<file path="src/rtl/alu_pkg.sv">
// Shared types for the ALU issue stage: opcode enum, command record and default data width.
package alu_pkg;

  localparam int ALU_DW = 8;

  typedef enum logic [2:0] {
    ADD = 3'b000,
    SUB = 3'b001,
    SHL = 3'b010,
    SHR = 3'b011,
    AND = 3'b100,
    OR  = 3'b101,
    XOR = 3'b110,
    EQ  = 3'b111
  } alu_op_t;

  typedef struct packed {
    logic [2:0]        op;
    logic [ALU_DW-1:0] a;
    logic [ALU_DW-1:0] b;
  } alu_cmd_t;

endpackage

</file>
<file path="src/rtl/alu_cmd_fifo.sv">
// Synchronous command FIFO with wrap-bit pointers; head reads as all zeros while empty.
module alu_cmd_fifo
  import alu_pkg::*;
#(
  parameter int  DEPTH = 4,
  parameter type T     = alu_cmd_t
) (
  input  logic clk,
  input  logic reset_n,
  input  logic push,
  input  logic pop,
  input  T     wdata,
  output T     head,
  output logic full,
  output logic empty
);

  localparam int AW = $clog2(DEPTH);

  T           mem [DEPTH];
  logic [AW:0] wr_ptr;
  logic [AW:0] rd_ptr;

  assign full  = (wr_ptr[AW-1:0] == rd_ptr[AW-1:0]) && (wr_ptr[AW] != rd_ptr[AW]);
  assign empty = (wr_ptr == rd_ptr);
  assign head  = empty ? '0 : mem[rd_ptr[AW-1:0]];

  // Storage is not reset: only the pointers define which entries are live.
  always_ff @(posedge clk) begin
    if (push && !full) begin
      mem[wr_ptr[AW-1:0]] <= wdata;
    end
  end

  always_ff @(posedge clk) begin
    if (!reset_n) begin
      wr_ptr <= '0;
      rd_ptr <= '0;
    end else begin
      if (push && !full) begin
        wr_ptr <= wr_ptr + {{AW{1'b0}}, 1'b1};
      end
      if (pop && !empty) begin
        rd_ptr <= rd_ptr + {{AW{1'b0}}, 1'b1};
      end
    end
  end

endmodule

</file>
<file path="src/rtl/alu_issue_stage.sv">
// Command FIFO feeding a combinational ALU, with a registered result slot and issue counter.
// Optional result flags (res_zero_o, res_cmp_o) are enabled by defining ALU_ISSUE_FLAGS_EN.
module alu_issue_stage
  import alu_pkg::*;
#(
  parameter int DEPTH = 4,
  parameter int DW    = ALU_DW,
  parameter int CNTW  = 16
) (
  input  logic            clk,
  input  logic            reset_n,
  input  logic            cmd_valid_i,
  output logic            cmd_ready_o,
  input  logic [2:0]      cmd_op_i,
  input  logic [DW-1:0]   cmd_a_i,
  input  logic [DW-1:0]   cmd_b_i,
  output logic [2:0]      alu_op_o,
  output logic [DW-1:0]   alu_a_o,
  output logic [DW-1:0]   alu_b_o,
  input  logic [DW-1:0]   alu_res_i,
  output logic            res_valid_o,
  input  logic            res_ready_i,
  output logic [DW-1:0]   res_data_o,
  output logic [2:0]      res_op_o,
  output logic [CNTW-1:0] issued_cnt_o,
`ifdef ALU_ISSUE_FLAGS_EN
  output logic            res_zero_o,
  output logic            res_cmp_o,
`endif
  output logic            busy_o
);

  typedef struct packed {
    logic [2:0]    op;
    logic [DW-1:0] a;
    logic [DW-1:0] b;
  } cmd_t;

  cmd_t in_cmd;
  cmd_t head;
  logic full;
  logic empty;
  logic push;
  logic slot_free;
  logic issue;

  assign in_cmd    = '{op: cmd_op_i, a: cmd_a_i, b: cmd_b_i};
  assign cmd_ready_o = !full;
  assign push      = cmd_valid_i && !full;
  assign slot_free = !res_valid_o || res_ready_i;
  assign issue     = !empty && slot_free;

  alu_cmd_fifo #(
    .DEPTH (DEPTH),
    .T     (cmd_t)
  ) u_fifo (
    .clk     (clk),
    .reset_n (reset_n),
    .push    (push),
    .pop     (issue),
    .wdata   (in_cmd),
    .head    (head),
    .full    (full),
    .empty   (empty)
  );

  assign alu_op_o = head.op;
  assign alu_a_o  = head.a;
  assign alu_b_o  = head.b;
  assign busy_o   = !empty || res_valid_o;

  // An issue both refills the slot and retires any result being handed off this cycle.
  always_ff @(posedge clk) begin
    if (!reset_n) begin
      res_valid_o  <= 1'b0;
      res_data_o   <= '0;
      res_op_o     <= '0;
      issued_cnt_o <= '0;
    end else if (issue) begin
      res_valid_o  <= 1'b1;
      res_data_o   <= alu_res_i;
      res_op_o     <= head.op;
      issued_cnt_o <= issued_cnt_o + CNTW'(1);
    end else if (res_valid_o && res_ready_i) begin
      res_valid_o  <= 1'b0;
    end
  end

`ifdef ALU_ISSUE_FLAGS_EN
  always_ff @(posedge clk) begin
    if (!reset_n) begin
      res_zero_o <= 1'b0;
      res_cmp_o  <= 1'b0;
    end else if (issue) begin
      res_zero_o <= (alu_res_i == '0);
      res_cmp_o  <= (head.op == 3'(EQ)) && alu_res_i[0];
    end
  end
`endif

endmodule
</file>
<file path="config.mk">
export PLATFORM = sky130hd
export DESIGN_NAME = alu_issue_stage
export DESIGN_NICKNAME = d
export VERILOG_FILES = /design/src/rtl/alu_pkg.sv /design/src/rtl/alu_cmd_fifo.sv /design/src/rtl/alu_issue_stage.sv
export SDC_FILE = /design/constraint.sdc
export NUM_CORES = 1
export LEC_CHECK = 0
export CAP_MARGIN = 30
export CELL_PAD_IN_SITES_DETAIL_PLACEMENT = 1
export CELL_PAD_IN_SITES_GLOBAL_PLACEMENT = 2
export CORE_MARGIN = 5
export CORE_UTILIZATION = 36
export DETAILED_ROUTE_END_ITERATION = 8
export GPL_TIMING_DRIVEN = 0
export PLACE_DENSITY = 0.84
export SETUP_SLACK_MARGIN = 0.5
export SYNTH_ARGS = -nofsm -noshare
export SYNTH_HDL_FRONTEND = slang
export SYNTH_SLANG_ARGS = --single-unit
</file>
<file path="constraint.sdc">
create_clock -name clk -period 2.5 [get_ports clk]
set_input_delay 0.5 -clock clk [delete_from_list [all_inputs] [get_ports clk]]
set_output_delay 0.5 -clock clk [all_outputs]
set_load 0.03 [all_outputs]
</file>
# After elaboration in Yosys (flattened, before gate mapping)
# Memories as Yosys holds them, arrays and structs flattened. A register that Yosys moved wholly into a read port is not among the register bits.
# Index checks and enable logic that the tools add are counted.
dict set report word_totals {
  in_bits 31
  wordCells 32
  output_inout_bits 49
  ramBits 76
  n_memories 1
  reg_bits 34
}
# name depth word_bits rd rd_ports_with_merged_regs write_ports line
set mem_list {}
lappend mem_list {u_fifo.mem 4 19 1 1 1 alu_cmd_fifo.sv:20} ;# T mem [DEPTH];
dict set report op_classes {
  muxes 7
  n_reduce_logical 12
  n_addsub 3
  eq_ne 3
}
# op count
set op_table {}
lappend op_table {{$mux W19} 1}
lappend op_table {{$add A16 B1 Y16 const B} 1}
lappend op_table {{$add A3 B1 Y3 const B} 2}
lappend op_table {{$logic_and A1 B1 Y1} 6}
lappend op_table {{$mux W1} 4}
lappend op_table {{$mux W2} 2}
lappend op_table {{$eq A3 B3 Y1} 1}
lappend op_table {{$logic_not A1 Y1} 3}
lappend op_table {{$eq A2 B2 Y1} 1}
lappend op_table {{$logic_or A1 B1 Y1} 2}
lappend op_table {{$reduce_bool A2 Y1} 1}
lappend op_table {{$ne A1 B1 Y1} 1}

# Logic depth before layout (Yosys ltp)
dict set report depth {
  depth_word 7
  depth_mapped 6
  depth_no_buf 4
}

# Hierarchy
# A second synthesis with hierarchy kept.
dict set report unflattened {
  cells_unflattened 333
  area_unflattened_um2 4782.1
}
# module area_each_um2 cells_per_inst instances
set by_module_without_submodules {}
lappend by_module_without_submodules {alu_cmd_fifo 3533.4 189 1}
lappend by_module_without_submodules {alu_issue_stage 1248.7 144 1}

# Least setup slack after synthesis
# OpenSTA, ideal clock, no wires.
dict set report synth_timing {
  kind {register -> output}
  from {register with a tool-made name}
  to {output port alu_a_o[0]}
  t_required_ps 2000
  n_path_buf 2
  path_stages_with_launch 5
  arrival_ps 1678
  setup_slack_ps 322
  path_cell_list {dfxtp_1 -> buf_1 -> clkbuf_1 -> mux4_2 -> nor2b_1}
}
# element line
set synth_rtl {}
lappend synth_rtl {{to (decl)} alu_issue_stage.sv:18} ;# output logic [DW-1:0] alu_a_o,

==> flow_results.xml <==
<?xml version="1.0" encoding="UTF-8"?>
<metrics>
  <group name="outcome">
    <metric name="run_status" unit="">finished clean</metric>
  </group>
  <group name="placed_design">
    <metric name="hpwl" unit="mm">7.63</metric>
    <metric name="buffer_ports.inserted" unit="">79</metric>
    <metric name="globalplace.congestion" unit="">0.705</metric>
    <metric name="total_instance_count_after_detailed_placement" unit="">558</metric>
    <metric name="dp_slack" unit="ns">-0.510</metric>
    <metric name="instance_area_at_placement" unit="um^2">5600</metric>
  </group>
  <group name="layout">
    <metric name="drive_above_1_share" unit="%">30.0</metric>
    <metric name="fill_cells" unit="">1175</metric>
    <metric name="flow.area_growth_from_synthesis" unit="%">42.7</metric>
    <metric name="register_area" unit="um^2">3020</metric>
    <metric name="post_layout_utilization_of_the_core" unit="%">52.7</metric>
    <metric name="multi_input_area" unit="um^2">1570</metric>
    <metric name="layoutNonFillerInstCount" unit="">595</metric>
    <metric name="final_area" unit="um^2">6380</metric>
    <metric name="layout.nets" unit="">459</metric>
    <metric name="count_of_antenna_diodes_in_the_layout" unit="">0</metric>
  </group>
  <group name="synth">
    <metric name="yosys.cell_types.count" unit="">31</metric>
    <metric name="synth_nets" unit="">344</metric>
    <metric name="ys.warnings.count" unit="">0</metric>
    <metric name="postSynth.topFlopCell" unit="">sky130_fd_sc_hd__edfxtp_1</metric>
    <metric name="synth_cells" unit="">307</metric>
    <metric name="synth_top_area_share" unit="%">51.0</metric>
    <metric name="synth.area.top_cells" unit="">sky130_fd_sc_hd__edfxtp_1 51%, sky130_fd_sc_hd__dfxtp_1 16%, sky130_fd_sc_hd__mux4_2 9.6%</metric>
    <metric name="synth_common_cells" unit="">76 x sky130_fd_sc_hd__edfxtp_1, 36 x sky130_fd_sc_hd__dfxtp_1, 31 x sky130_fd_sc_hd__nand2_1, 28 x sky130_fd_sc_hd__a21oi_1</metric>
    <metric name="fraction_of_the_yosys_area_taken_by_sequential_cells" unit="%">67.1</metric>
    <metric name="postSynth.asyncResetShare" unit="%">0</metric>
    <metric name="synth_enable_flop_cells" unit="">76</metric>
    <metric name="synthDominantAreaCellType" unit="">sky130_fd_sc_hd__edfxtp_1</metric>
    <metric name="post_synth.cell_area_avg" unit="um^2">14.6</metric>
    <metric name="synth_area" unit="um^2">4480</metric>
    <metric name="ys_ff_latch" unit="">112</metric>
    <metric name="synth.most_common_cell" unit="">sky130_fd_sc_hd__edfxtp_1</metric>
  </group>
  <group name="drt">
    <metric name="route.vias.total" unit="">2947</metric>
    <metric name="wl_per_cell" unit="um">18.6</metric>
    <metric name="drt_iter0_drc" unit="">108</metric>
    <metric name="drc_violation_count_after_routing" unit="">0</metric>
    <metric name="drt_first_pass_iters" unit="">4</metric>
    <metric name="routed_wl" unit="mm">11.1</metric>
    <metric name="vias_per_cell" unit="">4.95</metric>
    <metric name="drtAntennaViolNets" unit="">0</metric>
  </group>
  <group name="clock_network">
    <metric name="ctsHtreeMaxLevel" unit="">3</metric>
    <metric name="cts_inserted_buffers" unit="">9</metric>
    <metric name="worst_skew_pair.late_latency" unit="ns">0.35</metric>
    <metric name="clk_pin_slew_worst_paths" unit="ns">0.07</metric>
    <metric name="clk_root_buffer_cell" unit="">sky130_fd_sc_hd__clkbuf_16</metric>
    <metric name="clock-sinks" unit="">112</metric>
    <metric name="cts_tree" unit="">built</metric>
    <metric name="clock_path_buffers" unit="">2</metric>
  </group>
  <group name="job">
    <metric name="maxCapViolCount" unit="">0</metric>
  </group>
  <group name="global_routing">
    <metric name="initial_antenna_violation_count" unit="">0</metric>
    <metric name="grt_pass1_wl" unit="mm">17.3</metric>
    <metric name="pin_count_of_the_biggest_net_entering_global_routing" unit="">20</metric>
    <metric name="number_of_global_route_vias_before_repair" unit="">3093</metric>
    <metric name="grt_overflow" unit="">0</metric>
    <metric name="track_usage" unit="%">15.6</metric>
  </group>
  <group name="setup_path">
    <metric name="cp.arrival" unit="ns">1.75</metric>
    <metric name="worstReg2RegEnd" unit="">u_fifo.mem[0][2]</metric>
    <metric name="cp.required" unit="ns">2.00</metric>
    <metric name="regToRegStartpoint" unit="">u_fifo.wr_ptr[1]</metric>
    <metric name="setup.reg_to_reg.worst_slack" unit="ns">0.62</metric>
    <metric name="critPathCapture" unit="">alu_op_o[1]</metric>
    <metric name="cp_slowest_stage_delay" unit="ns">0.52</metric>
    <metric name="crit_path_cell_trace" unit="">buf_8 &gt; buf_12 &gt; mux4_2 &gt; nor2b_4 &gt; buf_6</metric>
    <metric name="reg2reg_depth" unit="">5</metric>
    <metric name="critical_path.startpoint_type" unit="">register</metric>
    <metric name="critPathKind" unit="">register to output pin</metric>
    <metric name="critPathMaxFanout" unit="">5</metric>
    <metric name="worst_path_max_delay_cell" unit="">sky130_fd_sc_hd__mux4_2</metric>
    <metric name="worst_setup_path_end_kind" unit="">output pin</metric>
  </group>
  <group name="sta">
    <metric name="finalSetupViolCount" unit="">0</metric>
    <metric name="timing.clock.skew" unit="ns">0.00722</metric>
    <metric name="fmax" unit="MHz">443</metric>
    <metric name="setup_ws" unit="ns">0.245</metric>
    <metric name="timing_max_transition_violations_final" unit="">0</metric>
    <metric name="final.min_clock_period" unit="ns">2.25</metric>
    <metric name="timing.hold.ws" unit="ns">0.461</metric>
    <metric name="slew_headroom" unit="%">62.8</metric>
    <metric name="tightest_slew" unit="ns">0.558</metric>
    <metric name="timing.setup.tns" unit="ns">0</metric>
    <metric name="rsz0062_at_grt" unit="">true</metric>
    <metric name="final.period_utilization" unit="%">90.2</metric>
    <metric name="final_hold_viol_count" unit="">0</metric>
  </group>
  <group name="power">
    <metric name="p_total" unit="mW">6.86</metric>
    <metric name="leakagePower" unit="nW">2.30</metric>
    <metric name="vdd_ir_drop_max" unit="mV">0.479</metric>
    <metric name="power-per-cell-area" unit="nW/um^2">1070</metric>
  </group>
  <group name="die">
    <metric name="chipHeight" unit="um">122</metric>
    <metric name="die_area" unit="um^2">14800</metric>
    <metric name="io-pin-count" unit="">80</metric>
    <metric name="floorplan.core_area" unit="um^2">12100</metric>
    <metric name="die-width" unit="um">122</metric>
    <metric name="cell_row_count" unit="">40</metric>
    <metric name="initial_core_util" unit="%">37.0</metric>
  </group>
  <group name="min_path">
    <metric name="hp-class" unit="">register to register</metric>
    <metric name="min-delay-start" unit="">res_data_o[0]</metric>
  </group>
</metrics>
-- logic make-up after synthesis --
| kind of cell | count (synthesis) | synth area share, % |
|---|---|---|
| xor gates and xnor gates | 7 | 1.71 |
| DFF | 112 | 67.1 |
| and+or+nand+nor | 93 | 11.2 |
| adders and majority gates | 6 | 1.68 |
| buffers and inverters | 22 | 2.29 |
| muxes | 21 | 10.0 |
| AOI/OAI and AO/OA | 46 | 6.04 |
-- worst min-delay path by stage --
stage,endpoint,slack [ns],cells after the start
after global routing,res_data_o[5],0.48,2
after CTS,res_op_o[1],0.46,2
after detailed placement,res_data_o[6],0.45,2
after floorplan,u_fifo.wr_ptr[2],0.48,2
after global placement,res_data_o[6],0.44,2
final,res_data_o[0],0.46,2
-- sequential cells by signal, indices dropped and copies added (netlist names), named ones only --
register       flops
u_fifo.mem        76
issued_cnt_o      16
res_data_o         8
res_op_o           3
u_fifo.rd_ptr      3
u_fifo.wr_ptr      3
res_valid_o        1
-- where the power goes --
part           switching [mW]  internal [mW]  leakage (nW)
combinational            1.66           1.57          1.17
sequential             0.0964           2.17         0.995
clock                   0.670          0.697         0.137
total                    2.43           4.43          2.30
-- final cells by class --
| class | count | area share (%) |
|---|---|---|
| sequential | 112 | 47.3 |
| multi-input combinational | 173 | 24.6 |
| timing repair buffer | 104 | 17.5 |
| clock buffer | 11 | 3.64 |
| tap | 168 | 3.29 |
| buffer | 16 | 2.59 |
| clock inverter | 5 | 0.725 |
| inverter | 6 | 0.353 |
-- per-layer routing --
| layer | vias to the layer above | share of wire [%] | GRT usage [%] |
|---|---|---|---|
| met3 | 9 | 2.7 | 3.64 |
| met2 | 42 | 54 | 27.8 |
| li1 | 1389 | - | - |
| met5 | - | 0 | 0 |
| met1 | 1507 | 43 | 19.0 |
| met4 | 0 | 0.96 | 3.99 |
-- critical path, delay by kind of cell, from the launching register on --
family,cells,cell delay (ns)
buffers and inverters,3,0.40
multiplexers,1,0.52
flip-flops,1,0.33
AND/OR/NAND/NOR,1,0.15
-- cell usage in the layout, fill, tap and decap left out, drive strengths merged, types with 2 or more instances in the layout --
master,count
o21ai,5
dlygate4sd2,3
nand2b,4
clkbuf,21
nand2,31
nor2,5
xor2,3
or4,10
and2,5
xnor2,4
or3,5
a21oi,28
dfxtp,36
mux4,19
buf,52
o31ai,11
o31a,2
dlymetal6s2s,5
ha,6
edfxtp,76
and4,2
nand3,8
clkdlybuf4s50,50
mux2i,2
inv,10
nor2b,19
-- timing repair --
item                       CTS  global route
buffers inserted            11             9
hold buffers                 0             0
setup endpoints to repair   88            89
gates resized for setup    192            32
gates cloned                 1             0
pin swaps                    5             2
(Power assumes the default switching activity.)
